$ cat config.mk
export PLATFORM = sky130hd
export DESIGN_NAME = axis_mux_sched
export DESIGN_NICKNAME = d
export VERILOG_FILES = /design/src/rtl/axis_sched_pkg.sv /design/src/rtl/axis_mux_sched_rr_arb4.sv /design/src/rtl/axis_mux_sched.sv
export SDC_FILE = /design/constraint.sdc
export NUM_CORES = 1
export LEC_CHECK = 0
export CORE_ASPECT_RATIO = 1.2
export CORE_MARGIN = 1
export CORE_UTILIZATION = 50
export CTS_BUF_LIST = sky130_fd_sc_hd__clkbuf_4 sky130_fd_sc_hd__clkbuf_8
export DETAILED_ROUTE_END_ITERATION = 7
export HOLD_SLACK_MARGIN = 0.06
export PLACE_DENSITY_LB_ADDON = 0.08
export SYNTH_ARGS = -nofsm -noshare
export SYNTH_HDL_FRONTEND = slang
export SYNTH_SLANG_ARGS = --single-unit
$ cat constraint.sdc
create_clock -name aclk -period 3.18 [get_ports aclk]
set_clock_uncertainty 0.2 [all_clocks]
set_input_delay 0.477 -clock aclk [delete_from_list [all_inputs] [get_ports aclk]]
set_output_delay 0.477 -clock aclk [all_outputs]
set_load 0.1 [all_outputs]
$ cat src/rtl/axis_sched_pkg.sv
// Shared types for the frame-level AXI-Stream mux scheduler.
package axis_sched_pkg;

  localparam int NUM_SRC = 4;

  typedef enum logic [1:0] {
    IDLE  = 2'd0,
    GRANT = 2'd1,
    XFER  = 2'd2
  } sched_state_t;

  typedef logic [1:0] mux_sel_t;

endpackage

$ cat src/rtl/axis_mux_sched_rr_arb4.sv
// Combinational 4-way rotating-priority pick: first requesting source
// found when searching ptr, ptr+1, ... (mod 4).
module rr_arb4
  import axis_sched_pkg::*;
(
  input  logic [3:0] req,
  input  logic [1:0] ptr,
  output logic [1:0] gnt,
  output logic       any
);

  mux_sel_t idx;

  // Walk from the farthest offset down so the offset closest to ptr wins.
  always_comb begin
    gnt = ptr;
    any = 1'b0;
    idx = ptr;
    for (int i = NUM_SRC - 1; i >= 0; i--) begin
      idx = ptr + mux_sel_t'(i);
      if (req[idx]) begin
        gnt = idx;
        any = 1'b1;
      end
    end
  end

endmodule

$ cat src/rtl/axis_mux_sched.sv
// Frame-level scheduler for the 4:1 AXI-Stream mux select. Selection only
// moves on frame boundaries; pass_en gates the mux output handshake.
//
//   state | meaning
//   IDLE  | no frame owned; pick next source when enabled
//   GRANT | mux_sel just changed; one settle cycle with pass_en low
//   XFER  | frame in flight; count beats until len_q reached
module axis_mux_sched
  import axis_sched_pkg::*;
#(
  parameter int LEN_W = 16
) (
  input  logic             aclk,
  input  logic             aresetn,
  input  logic             en,
  input  logic             mode,
  input  logic [LEN_W-1:0] frame_len,
  input  logic             clr,
  input  logic [3:0]       in_tvalid,
  input  logic             mux_tvalid,
  input  logic             dn_tready,
  output logic [1:0]       mux_sel,
  output logic             pass_en,
  output logic             frame_done,
  output logic             busy
);

  sched_state_t     state_q, state_d;
  logic [LEN_W-1:0] len_q, beat_cnt_q;
  mux_sel_t         rr_ptr_q, last_sel_q;
  mux_sel_t         arb_gnt, pick;
  logic             arb_any, pick_ok, beat, last_beat;

  rr_arb4 u_arb (
    .req (in_tvalid),
    .ptr (rr_ptr_q),
    .gnt (arb_gnt),
    .any (arb_any)
  );

  // Fixed mode steps blindly through sources; round-robin needs a valid requester.
  assign pick      = mode ? mux_sel_t'(last_sel_q + 2'd1) : arb_gnt;
  assign pick_ok   = en & (mode | arb_any);
  assign beat      = pass_en & mux_tvalid & dn_tready;
  assign last_beat = beat & (beat_cnt_q == (len_q - LEN_W'(1)));

  // State register.
  always_ff @(posedge aclk) begin
    if (!aresetn) state_q <= IDLE;
    else          state_q <= state_d;
  end

  // Next-state logic; clr overrides every transition.
  always_comb begin
    state_d = state_q;
    if (clr) begin
      state_d = IDLE;
    end else begin
      unique case (state_q)
        IDLE:    if (pick_ok) state_d = GRANT;
        GRANT:   state_d = XFER;
        XFER:    if (last_beat) state_d = IDLE;
        default: state_d = IDLE;
      endcase
    end
  end

  // Outputs decoded from registered state; frame_done also needs the live beat.
  always_comb begin
    pass_en    = (state_q == XFER);
    busy       = (state_q == GRANT) || (state_q == XFER);
    frame_done = last_beat & ~clr;
  end

  // Frame bookkeeping: select, length, beat count and arbitration pointers.
  always_ff @(posedge aclk) begin
    if (!aresetn) begin
      mux_sel    <= 2'd0;
      len_q      <= '0;
      beat_cnt_q <= '0;
      rr_ptr_q   <= 2'd0;
      last_sel_q <= 2'd3;
    end else if (clr) begin
      beat_cnt_q <= '0;
    end else if ((state_q == IDLE) && pick_ok) begin
      mux_sel    <= pick;
      len_q      <= (frame_len == '0) ? LEN_W'(1) : frame_len;
      beat_cnt_q <= '0;
    end else if ((state_q == XFER) && beat) begin
      if (last_beat) begin
        beat_cnt_q <= '0;
        last_sel_q <= mux_sel;
        rr_ptr_q   <= mux_sel + 2'd1;
      end else begin
        beat_cnt_q <= beat_cnt_q + LEN_W'(1);
      end
    end
  end

endmodule

== Yosys cells after proc, flatten, opt, wreduce, memory -nomap -nowiden ==
Index checks and enable logic that the tools add are counted.

* Register bits: 40
* Input bits: 27
* Output and inout bits: 5
* Word-level logic and storage cells: 63

* Add/subtract/negate cells: 7
* $lt $le $gt $ge: 4
* Equal/unequal tests: 5
* Multiplexer cells: 22
* Bitwise gates (word level): 9
* Reductions and logical operators: 10

{| class="wikitable"
|+ Operators by type and width
! operator !! count
|-
| 16-bit 2-to-1 mux || 2
|-
| 16-bit by 1-bit adder with 16-bit output, second input constant || 1
|-
| 16-bit == test || 1
|-
| 16-bit logical NOT || 1
|-
| 16-bit by 1-bit subtractor with 16-bit output, second input constant || 1
|-
| 2-bit 2-to-1 mux || 7
|-
| 2-bit by 3-bit < comparator with 1-bit output, second input constant || 4
|-
| 1-bit binary-select mux with 2-bit select || 4
|-
| 1-bit 2-to-1 mux || 8
|-
| 2-bit by 1-bit adder with 2-bit output, second input constant || 3
|-
| 2-bit one-hot mux with 3 select lines || 1
|-
| 1-bit AND || 5
|-
| 2-bit adder, second input constant || 2
|-
| 2-bit AND reduction || 2
|-
| 4-bit AND reduction || 1
|-
| 1-bit inverter || 3
|-
| 3-bit OR reduction || 1
|-
| 2-bit by 1-bit == test with 1-bit output, second input constant || 1
|-
| 2-bit == test, second input constant || 1
|-
| 1-bit logical AND || 2
|-
| 2-bit logical NOT || 1
|-
| 2-bit by 1-bit inequality test with 1-bit output, second input constant || 1
|-
| 2-bit inequality test, second input constant || 1
|-
| 2-bit OR reduction || 1
|-
| 2 further kinds || 2
|}

== Logic depth before layout (Yosys ltp) ==
* Word-level depth: 12
* Gate-level depth with buffers: 14
* Depth with buffers taken out: 9

== Hierarchy ==
Synthesis repeated with hierarchy kept, for this count alone.

* Cells, all modules: 318
* Area, all modules: 2570.0 sq um

{| class="wikitable"
|+ Modules (own cells, without submodules)
! module !! instances !! cells an instance !! area each (sq um) !! sequential area each (sq um)
|-
| axis_mux_sched || 1 || 302 || 2469.9 || 800.8
|-
| rr_arb4 || 1 || 16 || 100.1 || 0.0
|}

== Worst setup path after synthesis ==
OpenSTA, ideal clock, no wires.

* Path kind: reg-to-output
* From: register state_q[0]
* To: output frame_done
* Data arrival time: 3.093 ns
* Data required time: 2.503 ns
* Slack: -0.590 ns
* Stages on the path, launching flop included: 8
* Path buffers: 0
* Cell sequence: dfxtp_1 inv_1 ha_1 nand3_1 nor3_1 o211ai_1 a2111oi_0 and4b_1

* Word-level cells in the longest chain between the ends: 5

{| class="wikitable"
|+ RTL lines
! what !! RTL line !! text
|-
| start, declared || axis_mux_sched.sv:28 || <nowiki>sched_state_t state_q, state_d;</nowiki>
|-
| start signal, assigned || axis_mux_sched.sv:50 || <nowiki>else state_q <= state_d;</nowiki>
|-
| 2-bit == test || axis_mux_sched.sv:70 || <nowiki>pass_en = (state_q == XFER);</nowiki>
|-
| named net pass_en || axis_mux_sched.sv:23 || <nowiki>output logic pass_en,</nowiki>
|-
| 1-bit AND (2 in series) || axis_mux_sched.sv:44 || <nowiki>assign beat = pass_en & mux_tvalid & dn_tready;</nowiki>
|-
| 1-bit AND || axis_mux_sched.sv:45 || <nowiki>assign last_beat = beat & (beat_cnt_q == (len_q - LEN_W'(1)));</nowiki>
|-
| 1-bit AND || axis_mux_sched.sv:72 || <nowiki>frame_done = last_beat & ~clr;</nowiki>
|-
| end, declared || axis_mux_sched.sv:24 || <nowiki>output logic frame_done,</nowiki>
|}

The timed path passes the listed nets, and every way through them passes these cells.

== Worst setup path in the final report ==
* From: register len_q[0]
* To: output frame_done

* Word-level cells in the longest chain between the ends: 4

{| class="wikitable"
|+ RTL lines
! what !! RTL line !! text
|-
| start, declared || axis_mux_sched.sv:29 || <nowiki>logic [LEN_W-1:0] len_q, beat_cnt_q;</nowiki>
|-
| start signal, assigned || axis_mux_sched.sv:87 || <nowiki>len_q <= (frame_len == '0) ? LEN_W'(1) : frame_len;</nowiki>
|-
| 16-bit by 1-bit subtractor with 16-bit output || axis_mux_sched.sv:45 ||
|-
| 16-bit == test || axis_mux_sched.sv:45 ||
|-
| 1-bit AND || axis_mux_sched.sv:45 ||
|-
| 1-bit AND || axis_mux_sched.sv:72 ||
|}

No other way between the ends.

==> results.md <==
| Parameter | Reported | Unit |
|:---|:---|:---|
| Hold Path Stages | 2 | - |
| Antenna cells | 0 | - |
| Worst EP required | 2.50 | ns |
| Transition at the pin with the smallest max-transition slack | 0.726 | ns |
| Share of power burned in combinational logic | 23.6 | % |
| Startpoint of the most critical register-to-register path | len_q[0]$_SDFFE_PN0P_ | - |
| Maximum ir drop on the vdd rail | 0.231 | mV |
| Seq cells post-synth | 40 | - |
| Met2 capacity usage during global routing | 41.2 | % |
| Total Die Area | 5520 | um^2 |
| Worst setup SP type | flop | - |
| Primary FF master, synth | sky130_fd_sc_hd__dfxtp_1 | - |
| WHS | 0.273 | ns |
| Cell chain of the critical path | inv_2 > ha_4 > or4b_4 > nor4_4 > xnor2_1 > a2111oi_2 > and4b_4 > buf_12 | - |
| Remaining DRCs | 0 | - |
| Hpwl dp | 4.61 | mm |
| Crit share post-route | 105 | % |
| FFs w/ async S/R, synth | 0 | % |
| Count of endpoints failing hold in the final timing report | 0 | - |
| Vias in the first global route | 2215 | - |
| Switching component of the power | 0.351 | mW |
| Int Power | 0.941 | mW |
| Final setup violation count | 1 | - |
| Core Util, Final | 65.2 | % |
| IO Count | 32 | - |
| Reported leakage power | 1.21 | nW |
| Fraction of final layout cells sized beyond drive strength 1 | 18.1 | % |
| Fin worst setup slack | -0.160 | ns |
| Number of nets with antenna violations after detailed routing | 0 | - |
| Total clock sinks | 40 | - |
| Count of flip-flops with a built-in enable after synthesis | 0 | - |
| First-pass DRT Iterations | 4 | - |
| Delay-heaviest family, CP | simple AND/OR/NAND/NOR gates | - |
| Signed area change from the synthesized netlist to the final layout | 24.1 | % |
| Highest clock rate | 299 | MHz |
| Final Instance Area | 3240 | um^2 |
| Reported max-cap violation count | 0 | - |
| CTS tree | done | - |
| Hold-fix buffers at CTS | 0 | - |
| Worst Hold Launch | rr_ptr_q[0]$_SDFFE_PN0P_ | - |
| RSZ-0062 raised after global routing | yes | - |
| Drt via density | 5.57 | - |
| Vias after detailed routing | 2335 | - |
| Net switching share of the total power | 27.2 | % |
| Share of the yosys chip area belonging to registers | 30.7 | % |
| Clock-pin slew reported for the worst setup and hold paths after clock tree synthesis | 0.08 | ns |
| Initial DRC Count | 131 | - |
| Min-Delay Endpoint | rr_ptr_q[0]$_SDFFE_PN0P_ | - |
| R2r worst-path depth | 11 | - |
| Post-layout net count | 391 | - |
| Crit path max-delay cell type | sky130_fd_sc_hd__or4b_4 | - |
| Overall overflow remaining after global route | 0 | - |
| Sequential share of power | 41.1 | % |
| Number of buffers added on ports | 31 | - |
| Maximum buffer depth of the clock tree | 2 | - |
| Post-synthesis area per instance | 8.16 | um^2 |
| Y dimension of the die | 81.2 | um |
| Setup Total Neg Slack | -0.160 | ns |
| Worst Path Max Fanout | 3 | - |
| Crit path depth | 8 | - |
| Die width | 68.0 | um |
| Tot GR Track Use | 23.9 | % |
| Fillers | 436 | - |
| Power density over the cells | 399 | nW/um^2 |
| Synth Warn # | 0 | - |
| Type of element capturing the critical path | primary output | - |
| Area of the mapped netlist | 2610 | um^2 |
| Arrival time worst endpoint | 2.66 | ns |
| Global routing met3 resource utilization | 3.37 | % |
| Routability congestion estimate from global placement | 0.849 | - |
| Class of the tightest hold or removal check | flop to flop | - |
| Area inside the core boundary | 4970 | um^2 |
| Flop-to-flop setup slack | 0.15 | ns |
| Buffers plus inverters on the worst setup path | 2 | - |
| Post-detailed-routing wire length | 5.90 | mm |
| Startpoint-to-endpoint class of the critical path | flop to primary output | - |
| Tightest slew margin relative to the limit | 51.4 | % |
| Result of the run | finished, violations left | - |
| Clk root buf | sky130_fd_sc_hd__clkbuf_8 | - |
| Clock network latency to the later pin of the worst-skew pair | 0.30 | ns |
| Effective utilization at floorplan | 52.5 | % |
| Max-slew violations | 0 | - |
| Proportion of power drawn by the clock network | 35.3 | % |
| Gate Count Post-Synth | 320 | - |
| TritonCTS buffer count | 5 | - |
| GRT Max-Usage Layer | met2 | - |
| Violated checks | negative setup slack | - |
| Met1 global-route usage | 29.3 | % |
| Number of distinct library cells after synthesis | 62 | - |
| Count of H-tree levels built during CTS | 2 | - |
| Antenna violations before repair | 0 | - |
| Mean routed wirelength per cell | 14.1 | um |
| Post-Syn Nets | 353 | - |
| DP Area | 3030 | um^2 |
| Maximum number of pins on one net before global-route repair | 26 | - |
| Slowest stage delay, CP | 0.51 | ns |
| End of the worst register-to-register path | beat_cnt_q[0]$_SDFFE_PP0P_ | - |
| Wire length of the first global-routing pass | 9.97 | mm |
| Post-layout minimum cycle time | 3.34 | ns |
| Count of standard-cell rows | 28 | - |
## power by group through the flow
| stage | Combinational [mW] | Clock [mW] | Sequential, mW |
|---|---|---|---|
| final | 0.305 | 0.456 | 0.531 |
| after global routing | 0.332 | 0.477 | 0.533 |
| after CTS | 0.289 | 0.463 | 0.530 |
| after detailed placement | 0.275 | 0 | 0.540 |
| after global placement | 0.271 | 0 | 0.540 |
| after floorplan | 0.184 | 0 | 0.544 |
## worst max-delay path by stage
stage          slack (ns)                   from         end
2_1_floorplan       0.003  len_q[0]$_SDFFE_PN0P_  frame_done
3_3_place_gp          0.1  len_q[1]$_SDFFE_PN0P_  frame_done
3_5_place_dp        0.002  len_q[1]$_SDFFE_PN0P_  frame_done
4_1_cts              -0.1  len_q[1]$_SDFFE_PN0P_  frame_done
5_1_grt             -0.25  len_q[0]$_SDFFE_PN0P_  frame_done
6_report            -0.16  len_q[0]$_SDFFE_PN0P_  frame_done
## final cells by class
type | count | area (um^2) | area share [%]
multi-input cells | 252 | 1740 | 53.6
flip-flops and latches | 40 | 806 | 24.9
repair buffers | 49 | 458 | 14.1
clock buffers | 7 | 96.3 | 2.97
well taps | 60 | 75.1 | 2.32
inverters | 10 | 37.5 | 1.16
clock inverters | 1 | 30.0 | 0.926
## cells by family (layout without fill, tap and decap cells)
logic type	after synthesis	count (layout)	synth area share (%)
simple gates	151	151	31.5
compound gates	59	59	16.8
flops	40	40	30.7
xor+xnor	32	32	10.7
fa+ha+maj	6	6	2.87
mux	4	4	1.72
buf+inv	28	67	5.75
## Yosys cell counts (5+ instances only)
master	n	area share (%)
sky130_fd_sc_hd__o21ai_0	5	0.96
sky130_fd_sc_hd__a21boi_0	13	3.7
sky130_fd_sc_hd__a21oi_1	7	1.3
sky130_fd_sc_hd__nand3_1	14	2.7
sky130_fd_sc_hd__xor2_1	14	4.7
sky130_fd_sc_hd__buf_6	5	2.2
sky130_fd_sc_hd__nor4_1	7	1.7
sky130_fd_sc_hd__clkbuf_1	9	1.3
sky130_fd_sc_hd__xnor2_1	18	6.0
sky130_fd_sc_hd__ha_1	6	2.9
sky130_fd_sc_hd__nand4_1	7	1.7
sky130_fd_sc_hd__nand2_1	48	6.9
sky130_fd_sc_hd__inv_1	10	1.4
sky130_fd_sc_hd__nor3_1	7	1.3
sky130_fd_sc_hd__nor2_1	27	3.9
sky130_fd_sc_hd__dfxtp_1	40	31
## layout by cell type, fill, tap and decap left out, types with 3 or more instances in the layout
master                            count
sky130_fd_sc_hd__nand2_1             48
sky130_fd_sc_hd__dfxtp_1             36
sky130_fd_sc_hd__nor2_1              27
sky130_fd_sc_hd__clkdlybuf4s50_1     26
sky130_fd_sc_hd__buf_4               21
sky130_fd_sc_hd__xnor2_1             17
sky130_fd_sc_hd__xor2_1              14
sky130_fd_sc_hd__nand3_1             13
sky130_fd_sc_hd__a21boi_0            13
sky130_fd_sc_hd__inv_1                8
sky130_fd_sc_hd__nand4_1              7
sky130_fd_sc_hd__clkbuf_8             7
sky130_fd_sc_hd__nor3_1               6
sky130_fd_sc_hd__nor4_1               6
sky130_fd_sc_hd__a21oi_1              6
sky130_fd_sc_hd__o21ai_0              5
sky130_fd_sc_hd__o211ai_1             4
sky130_fd_sc_hd__a211oi_1             4
sky130_fd_sc_hd__nor2b_1              4
sky130_fd_sc_hd__nand2b_1             4
sky130_fd_sc_hd__ha_1                 4
sky130_fd_sc_hd__dfxtp_2              4
sky130_fd_sc_hd__nor4_2               3
sky130_fd_sc_hd__or3_1                3
sky130_fd_sc_hd__and4b_1              3
sky130_fd_sc_hd__o22ai_1              3
sky130_fd_sc_hd__mux2i_1              3
sky130_fd_sc_hd__a21boi_1             3
## worst min-delay path, cell delays in order, from the launching register on
cell and delay (ns):
sky130_fd_sc_hd__dfxtp_1 0.32, sky130_fd_sc_hd__nand2_1 0.05, sky130_fd_sc_hd__mux2i_1 0.06
## registers in the layout, indices dropped and copies added (netlist names)
| name | flops |
|---|---|
| beat_cnt_q | 16 |
| len_q | 16 |
| last_sel_q | 2 |
| mux_sel | 2 |
| rr_ptr_q | 2 |
| state_q | 2 |
## stage by stage
| stage | setup slack, ns | power [mW] | std cells |
|---|---|---|---|
| after floorplan | 0.00286 | 0.727 | 320 |
| after global placement | 0.0975 | 0.811 | 409 |
| after detailed placement | 0.00215 | 0.815 | 409 |
| after CTS | -0.0975 | 1.28 | 418 |
| after global routing | -0.245 | 1.34 | 419 |
| final | -0.160 | 1.29 | 419 |
## metal layers
layer  up-vias  part of all wire, %
met4         0                  1.7
met2        56                   50
met3         9                  3.6
met5         -                    0
li1       1211                    -
met1      1059                   44
## timing repair
item                                    CTS  global route
gates resized for setup                  10             9
buffers inserted                          1             1
endpoints found under the setup margin    1             1
pin swaps                                 4             4
Note: power is estimated with default switching activity, not from simulation.
